`src/rtl/dm_sba_pkg.sv`:
```
// Shared types and constants for the debug-module system bus access block.
package dm_sba_pkg;

    localparam int unsigned DMI_AW = 7;
    localparam int unsigned XLEN   = 32;

    localparam logic [DMI_AW-1:0] DMI_SBCS    = 7'h38;
    localparam logic [DMI_AW-1:0] DMI_SBADDR0 = 7'h39;
    localparam logic [DMI_AW-1:0] DMI_SBDATA0 = 7'h3C;

    localparam logic [2:0] SBERR_NONE    = 3'd0;
    localparam logic [2:0] SBERR_TIMEOUT = 3'd1;
    localparam logic [2:0] SBERR_BADADDR = 3'd2;
    localparam logic [2:0] SBERR_ALIGN   = 3'd3;
    localparam logic [2:0] SBERR_SIZE    = 3'd4;

    typedef struct packed {
        logic [2:0] sbversion;
        logic [5:0] zero0;
        logic       sbbusyerror;
        logic       sbbusy;
        logic       sbreadonaddr;
        logic [2:0] sbaccess;
        logic       sbautoincrement;
        logic       sbreadondata;
        logic [2:0] sberror;
        logic [6:0] sbasize;
        logic       sbaccess128;
        logic       sbaccess64;
        logic       sbaccess32;
        logic       sbaccess16;
        logic       sbaccess8;
    } sbcs_t;

    typedef enum logic {
        SBA_IDLE = 1'b0,
        SBA_REQ  = 1'b1
    } sba_state_e;

    // True when the byte offset is not a multiple of the access size.
    function automatic logic sba_misaligned(input logic [1:0] size, input logic [1:0] off);
        case (size)
            2'd1:    sba_misaligned = off[0];
            2'd2:    sba_misaligned = |off;
            default: sba_misaligned = 1'b0;
        endcase
    endfunction

endpackage

```
`src/rtl/dm_sba_if.sv`:
```
// System-bus master port of the SBA controller.
interface dm_sba_if;
    import dm_sba_pkg::*;

    logic            sb_req;
    logic            sb_we;
    logic [XLEN-1:0] sb_addr;
    logic [1:0]      sb_size;
    logic [XLEN-1:0] sb_wdata;
    logic [XLEN-1:0] sb_rdata;
    logic            sb_ack;
    logic            sb_err;

    modport master (
        output sb_req, sb_we, sb_addr, sb_size, sb_wdata,
        input  sb_rdata, sb_ack, sb_err
    );

    modport slave (
        input  sb_req, sb_we, sb_addr, sb_size, sb_wdata,
        output sb_rdata, sb_ack, sb_err
    );
endinterface

```
`src/rtl/dm_sba_lane.sv`:
```
// Byte-lane alignment: shifts write data up to its lane, extracts read data down.
module sba_lane
    import dm_sba_pkg::*;
(
    input  logic [1:0]      i_wsize,
    input  logic [1:0]      i_woff,
    input  logic [XLEN-1:0] i_wdata,
    output logic [XLEN-1:0] o_wdata,
    input  logic [1:0]      i_rsize,
    input  logic [1:0]      i_roff,
    input  logic [XLEN-1:0] i_rdata,
    output logic [XLEN-1:0] o_rdata
);
    logic [XLEN-1:0] w_rshift;

    assign o_wdata  = i_wdata << {i_woff, 3'b000};
    assign w_rshift = i_rdata >> {i_roff, 3'b000};

    // Write size only matters for the pre-check; the bus masks lanes by sb_size.
    logic [1:0] w_wsize_unused;
    assign w_wsize_unused = i_wsize;

    always_comb begin
        case (i_rsize)
            2'd0:    o_rdata = XLEN'(w_rshift[7:0]);
            2'd1:    o_rdata = XLEN'(w_rshift[15:0]);
            default: o_rdata = w_rshift;
        endcase
    end
endmodule

```
`src/rtl/dm_sba.sv`:
```
// SBA controller: owns sbcs/sbaddress0/sbdata0 and sequences one bus access at a time.
module dm_sba
    import dm_sba_pkg::*;
#(
    parameter int unsigned TIMEOUT_CYCLES = 256
) (
    input  logic              clk,
    input  logic              rst_n,
    input  logic              dmactive,
    input  logic              reg_wr,
    input  logic              reg_rd,
    input  logic [DMI_AW-1:0] reg_addr,
    input  logic [XLEN-1:0]   reg_wdata,
    output logic [XLEN-1:0]   sbcs_o,
    output logic [XLEN-1:0]   sbaddress0_o,
    output logic [XLEN-1:0]   sbdata0_o,
    dm_sba_if.master          sb
);
    localparam int unsigned TMO_W = $clog2(TIMEOUT_CYCLES);

    sba_state_e      r_state, w_state;
    logic            r_busyerr, w_busyerr;
    logic            r_busy, w_busy;
    logic            r_readonaddr, w_readonaddr;
    logic [2:0]      r_access, w_access;
    logic            r_autoinc, w_autoinc;
    logic            r_readondata, w_readondata;
    logic [2:0]      r_sberror, w_sberror;
    logic [XLEN-1:0] r_addr, w_addr;
    logic [XLEN-1:0] r_data, w_data;
    logic            r_we, w_we;
    logic [1:0]      r_size, w_size;
    logic [XLEN-1:0] r_wdata, w_wdata;
    logic [TMO_W-1:0] r_tmo, w_tmo;

    logic            w_wr_sbcs, w_wr_addr, w_wr_data, w_rd_data;
    logic [XLEN-1:0] w_trig_addr, w_trig_data, w_lane_wdata, w_lane_rdata;
    sbcs_t           w_sbcs;

    // A coincident write wins over the read side effect.
    assign w_wr_sbcs   = reg_wr && (reg_addr == DMI_SBCS);
    assign w_wr_addr   = reg_wr && (reg_addr == DMI_SBADDR0);
    assign w_wr_data   = reg_wr && (reg_addr == DMI_SBDATA0);
    assign w_rd_data   = reg_rd && !reg_wr && (reg_addr == DMI_SBDATA0);
    assign w_trig_addr = w_wr_addr ? reg_wdata : r_addr;
    assign w_trig_data = w_wr_data ? reg_wdata : r_data;

    sba_lane u_lane (
        .i_wsize (r_access[1:0]),
        .i_woff  (w_trig_addr[1:0]),
        .i_wdata (w_trig_data),
        .o_wdata (w_lane_wdata),
        .i_rsize (r_size),
        .i_roff  (r_addr[1:0]),
        .i_rdata (sb.sb_rdata),
        .o_rdata (w_lane_rdata)
    );

    always_ff @(posedge clk or negedge rst_n) begin
        if (!rst_n) begin
            r_state      <= SBA_IDLE;
            r_busyerr    <= 1'b0;
            r_busy       <= 1'b0;
            r_readonaddr <= 1'b0;
            r_access     <= 3'd0;
            r_autoinc    <= 1'b0;
            r_readondata <= 1'b0;
            r_sberror    <= SBERR_NONE;
            r_addr       <= '0;
            r_data       <= '0;
            r_we         <= 1'b0;
            r_size       <= 2'd0;
            r_wdata      <= '0;
            r_tmo        <= '0;
        end else begin
            r_state      <= w_state;
            r_busyerr    <= w_busyerr;
            r_busy       <= w_busy;
            r_readonaddr <= w_readonaddr;
            r_access     <= w_access;
            r_autoinc    <= w_autoinc;
            r_readondata <= w_readondata;
            r_sberror    <= w_sberror;
            r_addr       <= w_addr;
            r_data       <= w_data;
            r_we         <= w_we;
            r_size       <= w_size;
            r_wdata      <= w_wdata;
            r_tmo        <= w_tmo;
        end
    end

    always_comb begin
        w_state      = r_state;
        w_busyerr    = r_busyerr;
        w_busy       = r_busy;
        w_readonaddr = r_readonaddr;
        w_access     = r_access;
        w_autoinc    = r_autoinc;
        w_readondata = r_readondata;
        w_sberror    = r_sberror;
        w_addr       = r_addr;
        w_data       = r_data;
        w_we         = r_we;
        w_size       = r_size;
        w_wdata      = r_wdata;
        w_tmo        = r_tmo;

        if (w_wr_sbcs) begin
            w_busyerr    = r_busyerr & ~reg_wdata[22];
            w_sberror    = r_sberror & ~reg_wdata[14:12];
            w_readonaddr = reg_wdata[20];
            w_access     = reg_wdata[19:17];
            w_autoinc    = reg_wdata[16];
            w_readondata = reg_wdata[15];
        end

        case (r_state)
            SBA_IDLE: begin
                if (w_wr_addr) w_addr = reg_wdata;
                if (w_wr_data) w_data = reg_wdata;
                if ((w_wr_data || (w_wr_addr && r_readonaddr) || (w_rd_data && r_readondata))
                    && !r_busyerr && (r_sberror == SBERR_NONE)) begin
                    if (r_access > 3'd2) begin
                        w_sberror = SBERR_SIZE;
                    end else if (sba_misaligned(r_access[1:0], w_trig_addr[1:0])) begin
                        w_sberror = SBERR_ALIGN;
                    end else begin
                        w_state = SBA_REQ;
                        w_busy  = 1'b1;
                        w_we    = w_wr_data;
                        w_size  = r_access[1:0];
                        w_wdata = w_lane_wdata;
                        w_tmo   = '0;
                    end
                end
            end
            SBA_REQ: begin
                if (w_wr_addr || w_wr_data || w_rd_data) w_busyerr = 1'b1;
                if (sb.sb_ack) begin
                    if (!r_we)     w_data = w_lane_rdata;
                    if (r_autoinc) w_addr = r_addr + (XLEN'(1) << r_size);
                    w_busy  = 1'b0;
                    w_we    = 1'b0;
                    w_state = SBA_IDLE;
                end else if (sb.sb_err) begin
                    w_sberror = SBERR_BADADDR;
                    w_busy    = 1'b0;
                    w_we      = 1'b0;
                    w_state   = SBA_IDLE;
                end else if (r_tmo == TMO_W'(TIMEOUT_CYCLES - 1)) begin
                    w_sberror = SBERR_TIMEOUT;
                    w_busy    = 1'b0;
                    w_we      = 1'b0;
                    w_state   = SBA_IDLE;
                end else begin
                    w_tmo = r_tmo + TMO_W'(1);
                end
            end
            default: w_state = SBA_IDLE;
        endcase

        // dmactive low holds everything at its reset value.
        if (!dmactive) begin
            w_state      = SBA_IDLE;
            w_busyerr    = 1'b0;
            w_busy       = 1'b0;
            w_readonaddr = 1'b0;
            w_access     = 3'd0;
            w_autoinc    = 1'b0;
            w_readondata = 1'b0;
            w_sberror    = SBERR_NONE;
            w_addr       = '0;
            w_data       = '0;
            w_we         = 1'b0;
            w_size       = 2'd0;
            w_wdata      = '0;
            w_tmo        = '0;
        end
    end

    always_comb begin
        w_sbcs                 = '0;
        w_sbcs.sbversion       = 3'd1;
        w_sbcs.sbbusyerror     = r_busyerr;
        w_sbcs.sbbusy          = r_busy;
        w_sbcs.sbreadonaddr    = r_readonaddr;
        w_sbcs.sbaccess        = r_access;
        w_sbcs.sbautoincrement = r_autoinc;
        w_sbcs.sbreadondata    = r_readondata;
        w_sbcs.sberror         = r_sberror;
        w_sbcs.sbasize         = 7'(XLEN);
        w_sbcs.sbaccess32      = 1'b1;
        w_sbcs.sbaccess16      = 1'b1;
        w_sbcs.sbaccess8       = 1'b1;
    end

    assign sbcs_o       = w_sbcs;
    assign sbaddress0_o = r_addr;
    assign sbdata0_o    = r_data;

    assign sb.sb_req   = (r_state == SBA_REQ);
    assign sb.sb_we    = r_we;
    assign sb.sb_addr  = r_addr;
    assign sb.sb_size  = r_size;
    assign sb.sb_wdata = r_wdata;
endmodule

```
`src/flat_wrapper.sv`:
```
// flat-port wrapper written by rule: the top's interface ports become plain ports
module dm_sba_flat import dm_sba_pkg::*;
#(
    parameter int unsigned TIMEOUT_CYCLES = 256
)
  (clk, rst_n, dmactive, reg_wr, reg_rd, reg_addr, reg_wdata, sbcs_o, sbaddress0_o, sbdata0_o, sb_sb_req, sb_sb_we, sb_sb_addr, sb_sb_size, sb_sb_wdata, sb_sb_rdata, sb_sb_ack, sb_sb_err);
  dm_sba_if sb_i ();
  input  logic clk;
  input  logic rst_n;
  input  logic dmactive;
  input  logic reg_wr;
  input  logic reg_rd;
  input  logic [DMI_AW-1:0] reg_addr;
  input  logic [XLEN-1:0] reg_wdata;
  output logic [XLEN-1:0] sbcs_o;
  output logic [XLEN-1:0] sbaddress0_o;
  output logic [XLEN-1:0] sbdata0_o;
  output wire logic [$bits(sb_i.sb_req)-1:0] sb_sb_req;
  output wire logic [$bits(sb_i.sb_we)-1:0] sb_sb_we;
  output wire logic [$bits(sb_i.sb_addr)-1:0] sb_sb_addr;
  output wire logic [$bits(sb_i.sb_size)-1:0] sb_sb_size;
  output wire logic [$bits(sb_i.sb_wdata)-1:0] sb_sb_wdata;
  input wire logic [$bits(sb_i.sb_rdata)-1:0] sb_sb_rdata;
  input wire logic [$bits(sb_i.sb_ack)-1:0] sb_sb_ack;
  input wire logic [$bits(sb_i.sb_err)-1:0] sb_sb_err;
  assign sb_sb_req = sb_i.sb_req;
  assign sb_sb_we = sb_i.sb_we;
  assign sb_sb_addr = sb_i.sb_addr;
  assign sb_sb_size = sb_i.sb_size;
  assign sb_sb_wdata = sb_i.sb_wdata;
  assign sb_i.sb_rdata = sb_sb_rdata;
  assign sb_i.sb_ack = sb_sb_ack;
  assign sb_i.sb_err = sb_sb_err;
  dm_sba #(.TIMEOUT_CYCLES(TIMEOUT_CYCLES)) u_core (.clk(clk), .rst_n(rst_n), .dmactive(dmactive), .reg_wr(reg_wr), .reg_rd(reg_rd), .reg_addr(reg_addr), .reg_wdata(reg_wdata), .sbcs_o(sbcs_o), .sbaddress0_o(sbaddress0_o), .sbdata0_o(sbdata0_o), .sb(sb_i));
endmodule
```
`config.mk`:
```
export PLATFORM = sky130hd
export DESIGN_NAME = dm_sba_flat
export DESIGN_NICKNAME = d
export VERILOG_FILES = /design/src/rtl/dm_sba_pkg.sv /design/src/rtl/dm_sba_if.sv /design/src/rtl/dm_sba_lane.sv /design/src/rtl/dm_sba.sv /design/src/flat_wrapper.sv
export SDC_FILE = /design/constraint.sdc
export NUM_CORES = 1
export LEC_CHECK = 0
export ABC_CLOCK_PERIOD_IN_PS = 2600
export BUFFER_PORTS_ARGS = -buffer_cell sky130_fd_sc_hd__buf_2
export CAP_MARGIN = 20
export CORE_MARGIN = 10
export CORE_UTILIZATION = 45
export CTS_BUF_LIST = sky130_fd_sc_hd__clkbuf_4 sky130_fd_sc_hd__clkbuf_8 sky130_fd_sc_hd__clkbuf_16
export DETAILED_ROUTE_END_ITERATION = 8
export GPL_TIMING_DRIVEN = 0
export PLACE_DENSITY = 0.81
export SLEW_MARGIN = 10
export SYNTH_ARGS = -nofsm -noshare
export SYNTH_HDL_FRONTEND = slang
export SYNTH_SLANG_ARGS = --single-unit
```
`constraint.sdc`:
```
create_clock -name clk -period 2.6 [get_ports clk]
set_clock_uncertainty 0.15 [all_clocks]
set_input_delay 0.52 -clock clk [delete_from_list [all_inputs] [get_ports clk]]
set_output_delay 0.52 -clock clk [all_outputs]
set_load 0.02 [all_outputs]
```
==> impl_table.tex <==
\begin{tabular}{lr}
\hline
Metric & Value \\
\hline
\multicolumn{2}{l}{\textbf{Global route}} \\
\quad Total routing resource utilization after global routing & 26.2\% \\
\quad Vias in the first global route & 8,010 \\
\quad Overflow left after global routing & 0 \\
\quad Largest net degree at the start of global routing & 63 \\
\quad Global-route wire length before repair & 48,100 um \\
\quad Number of antenna violations at the first check in global routing & 5 \\
\multicolumn{2}{l}{\textbf{Setup path}} \\
\quad Cell at the slowest stage of the critical path & sky130\_fd\_sc\_hd\_\_or4\_4 \\
\quad Launching instance or port of the critical path & u\_core.sb.sb\_size[1] \\
\quad Critical R2R Launch & u\_core.sb.sb\_size[1] \\
\quad WS Path Type & flip-flop to flip-flop \\
\quad Arrival time reported for the critical path endpoint & 2.78 ns \\
\quad Required time at the worst-slack endpoint & 2.81 ns \\
\quad Critical Path Fanout Max & 6 \\
\quad Max stage delay on crit path & 0.55 ns \\
\quad Type of element capturing the critical path & flip-flop \\
\quad Launching element type of the critical path & flip-flop \\
\quad Series of cell instances along the critical path & nor2\_4 -> ha\_4 -> inv\_2 -> fa\_2 -> nor2b\_2 -> o21a\_2 -> o21ai\_4 -> or4\_4 -> xor2\_1 -> o21ai\_1 \\
\multicolumn{2}{l}{\textbf{Die}} \\
\quad Number of standard-cell rows in the floorplan & 48 \\
\quad Height of the die & 154 um \\
\quad Boundary Pins & 242 \\
\quad Area of the core region & 0.0174 sq mm \\
\quad Die Wd & 154 um \\
\quad Die ar. & 0.0237 sq mm \\
\quad Starting Density & 46.3\% \\
\multicolumn{2}{l}{\textbf{STA}} \\
\quad Minimum clock period after layout & 2.58 ns \\
\quad Achievable clock frequency & 388 MHz \\
\quad Unrepaired setup endpoints after global routing & yes \\
\quad Final number of max-transition violations & 0 \\
\quad Hold violation count in the final report & 0 \\
\quad Ratio of final minimum period to clock period & 99.1\% \\
\quad Final setup violating endpoints & 0 \\
\quad Worst slew margin relative to its limit & 47.1\% \\
\quad Worst hold slack after final layout & 0.221 ns \\
\quad Slew @ Worst Pin & 0.793 ns \\
\multicolumn{2}{l}{\textbf{Synthesis}} \\
\quad Post-Synthesis Cells & 877 \\
\quad Total of flip-flops plus latches after synthesis & 119 \\
\quad EDFF count, synth & 0 \\
\quad Count of warnings emitted by yosys & 0 \\
\quad Cell variety after synth & 85 \\
\quad Async S/R FF share, synth & 100\% \\
\quad Post-synth top flop & sky130\_fd\_sc\_hd\_\_dfrtp\_1 \\
\quad Mean area per synthesized cell & 9.18 sq um \\
\quad Syn Std Cell Area & 0.00806 sq mm \\
\quad Share of the yosys chip area belonging to registers & 37.0\% \\
\multicolumn{2}{l}{\textbf{Power}} \\
\quad Leak pwr & 4.93 nW \\
\quad Power density over the cells & 452 mW/mm\^{}2 \\
\quad Max IR drop VDD & 0.000445 V \\
\multicolumn{2}{l}{\textbf{Job}} \\
\quad Total of max-cap violations & 0 \\
\multicolumn{2}{l}{\textbf{Route}} \\
\quad Total Routed Length & 32,900 um \\
\quad Remaining antenna violation count after routing & 0 \\
\quad Top metal layer carrying routed signals & met5 \\
\quad Detailed-route via count & 8,452 \\
\quad Routed wirelength normalized by instance count & 23.7 um \\
\quad Number of vias per cell & 6.09 \\
\quad Met3 WL post-DR & 4710 um \\
\quad \# DRC & 0 \\
\quad Routed met1 length & 11,600 um \\
\quad DR iter-0 viols & 1,176 \\
\quad First-pass detailed-route iteration total & 6 \\
\quad Metal2 WL & 15,000 um \\
\multicolumn{2}{l}{\textbf{CTS}} \\
\quad Number of buffers created by CTS & 17 \\
\quad Clock latency at the later pin of the worst-skew pair & 0.44 ns \\
\quad Clock tree from TritonCTS & yes \\
\quad Clock root cell & sky130\_fd\_sc\_hd\_\_clkbuf\_16 \\
\quad Clock Tree Buf Depth & 2 \\
\quad Number of H-tree levels & 4 \\
\quad Clock sinks & 119 \\
\quad CTS clock-pin slew for the worst setup and hold paths & 0.05 ns \\
\multicolumn{2}{l}{\textbf{Placed design}} \\
\quad Placer's final routability congestion estimate & 1.01 \\
\quad Sum of net half-perimeters after detailed placement & 24,700 um \\
\quad Post-DP Area & 0.00955 sq mm \\
\quad Count of buffers from port buffering & 218 \\
\multicolumn{2}{l}{\textbf{Worst hold path}} \\
\quad Min-delay worst type & input port to flip-flop \\
\quad Worst hold start & reg\_wdata[25] \\
\multicolumn{2}{l}{\textbf{Layout}} \\
\quad Number of nets in the layout & 1,233 \\
\quad Filler instances & 1,536 \\
\quad Proportion of layout cells with a drive suffix above 1 & 36.2\% \\
\quad Most common library cell in the layout ignoring fill and taps & sky130\_fd\_sc\_hd\_\_buf\_2 \\
\quad Area growth from synthesis to final layout & 28.8\% \\
\quad Final non-filler cell area & 0.0104 sq mm \\
\quad Highest-count cells in the layout ignoring fill and taps & sky130\_fd\_sc\_hd\_\_buf\_2 (223), sky130\_fd\_sc\_hd\_\_nand2\_1 (135), sky130\_fd\_sc\_hd\_\_dfrtp\_1 (114) \\
\multicolumn{2}{l}{\textbf{Status}} \\
\quad Outcome & finished, final reports clean \\
\hline
\end{tabular}
flip-flops by register name, summed over array words and instances (netlist names), 2 cells and up:
signal and cells:
u_core.sb.sb_wdata 32, u_core.r_sberror 3, u_core.sb.sb_addr 32, u_core.sbdata0_o 32, u_core.r_tmo 8, u_core.sb.sb_size 2, u_core.r_access 3
final timing paths:
check	to	slack (ns)	cells past startpoint
worst min-delay path	u_core.sb.sb_addr[25]	0.22	3
worst max register to register	u_core.sb.sb_addr[26]	0.02	10
worst min register to register	u_core.sb.sb_wdata[31]	0.33	2
worst max-delay path	u_core.sb.sb_addr[26]	0.02	10
max in group asynchronous	u_core.sb.sb_addr[0]	1.09	3
min in group asynchronous	u_core.sb.sb_wdata[4]	0.48	2
metal layers:
metal	vias up	global-route usage, %
met5	-	0
li1	3696	-
met4	2	12.1
met3	118	9.23
met2	651	40.5
met1	3985	32.1
metrics by stage:
| stage | cells | power (mW) | setup slack [ns] | util [%] | TNS, ns |
|---|---|---|---|---|---|
| final | 1388 | 4.69 | 0.0244 | 59.6 | 0 |
| after global routing | 1387 | 4.79 | -0.0411 | 59.6 | -0.165 |
| after CTS | 1375 | 4.66 | 0.00987 | 58.7 | 0 |
| after detailed placement | 1340 | 2.26 | -0.297 | 54.8 | -10.35 |
| after global placement | 1339 | 2.25 | -0.921 | 54.7 | -88.99 |
| after floorplan | 896 | 2.05 | 0.000828 | - | 0 |
cell usage after synthesis, drive strengths merged (3+ instances only):
cell    instances  area [sq um]
nor2           43           171
nor3b           3          22.5
a221o           3          30.0
a211o           6          52.6
xnor2          16           140
ha              7          87.6
a21oi          23           115
nor3           18           121
or3             5          31.3
nor4            6          43.8
and3           11          73.8
and2            3          18.8
nand2b          5          31.3
dfrtp         119          2980
nand2         137           519
mux4           16           368
o31ai           4          30.0
o21ai          90           454
mux2i          36           360
mux2           22           251
nand3          18           103
o211ai         26           200
clkbuf         30           113
a22o           16           140
or2             4          25.0
o211a           3          30.0
buf            78           574
a22oi          45           338
nor2b           5          31.3
xor2            6          52.6
inv            14          52.6
a21boi          4          30.0
nand4          10          77.6
a21o            6          45.0
a211oi          3          22.5
cells by family (layout without fill, tap and decap cells):
logic type,count (synthesis),count (layout),synth area share (%)
compound gates,249,249,20.6
xor+xnor,22,22,2.39
fa+ha+maj,8,8,1.34
buf+inv,123,387,9.23
flops,119,119,37.0
mux,74,74,12.2
other cells,2,24,0.0932
simple gates,280,280,17.2
cell type report:
cell class,count,area [sq um],area share [%]
antenna,3,7.51,0.0724
clock inverter,13,156,1.51
clock buffer,19,440,4.24
tap,225,282,2.71
timing repair buffer,233,1240,11.9
multi-input combinational,654,4500,43.4
buffer,107,712,6.86
sequential,119,2980,28.8
inverter,15,56.3,0.543
critical path: cells and delay by family (launching register included):
family	cells	cell delay [ns]
flip-flops	1	0.45
adder cells (fa/ha/maj)	2	0.50
AO/OA/AOI/OAI	3	0.38
XOR/XNOR	1	0.15
AND/OR/NAND/NOR	3	0.82
buffers and inverters	1	0.03
power breakdown:
part	total (mW)	leakage [nW]	internal [mW]	switching, mW
sequential	1.86	1.65	1.86	0.00574
combinational	0.390	2.99	0.123	0.267
clock	2.44	0.293	1.52	0.917
total	4.69	4.93	3.50	1.19
timing repair:
action	CTS	global route
hold endpoints to repair	57	0
endpoints found under the setup margin	41	71
setup buffers	3	10
pin swaps	2	11
cloned	0	0
hold buffers	1	0
resized for setup	10	25
Power figures use the tool's default switching activity.
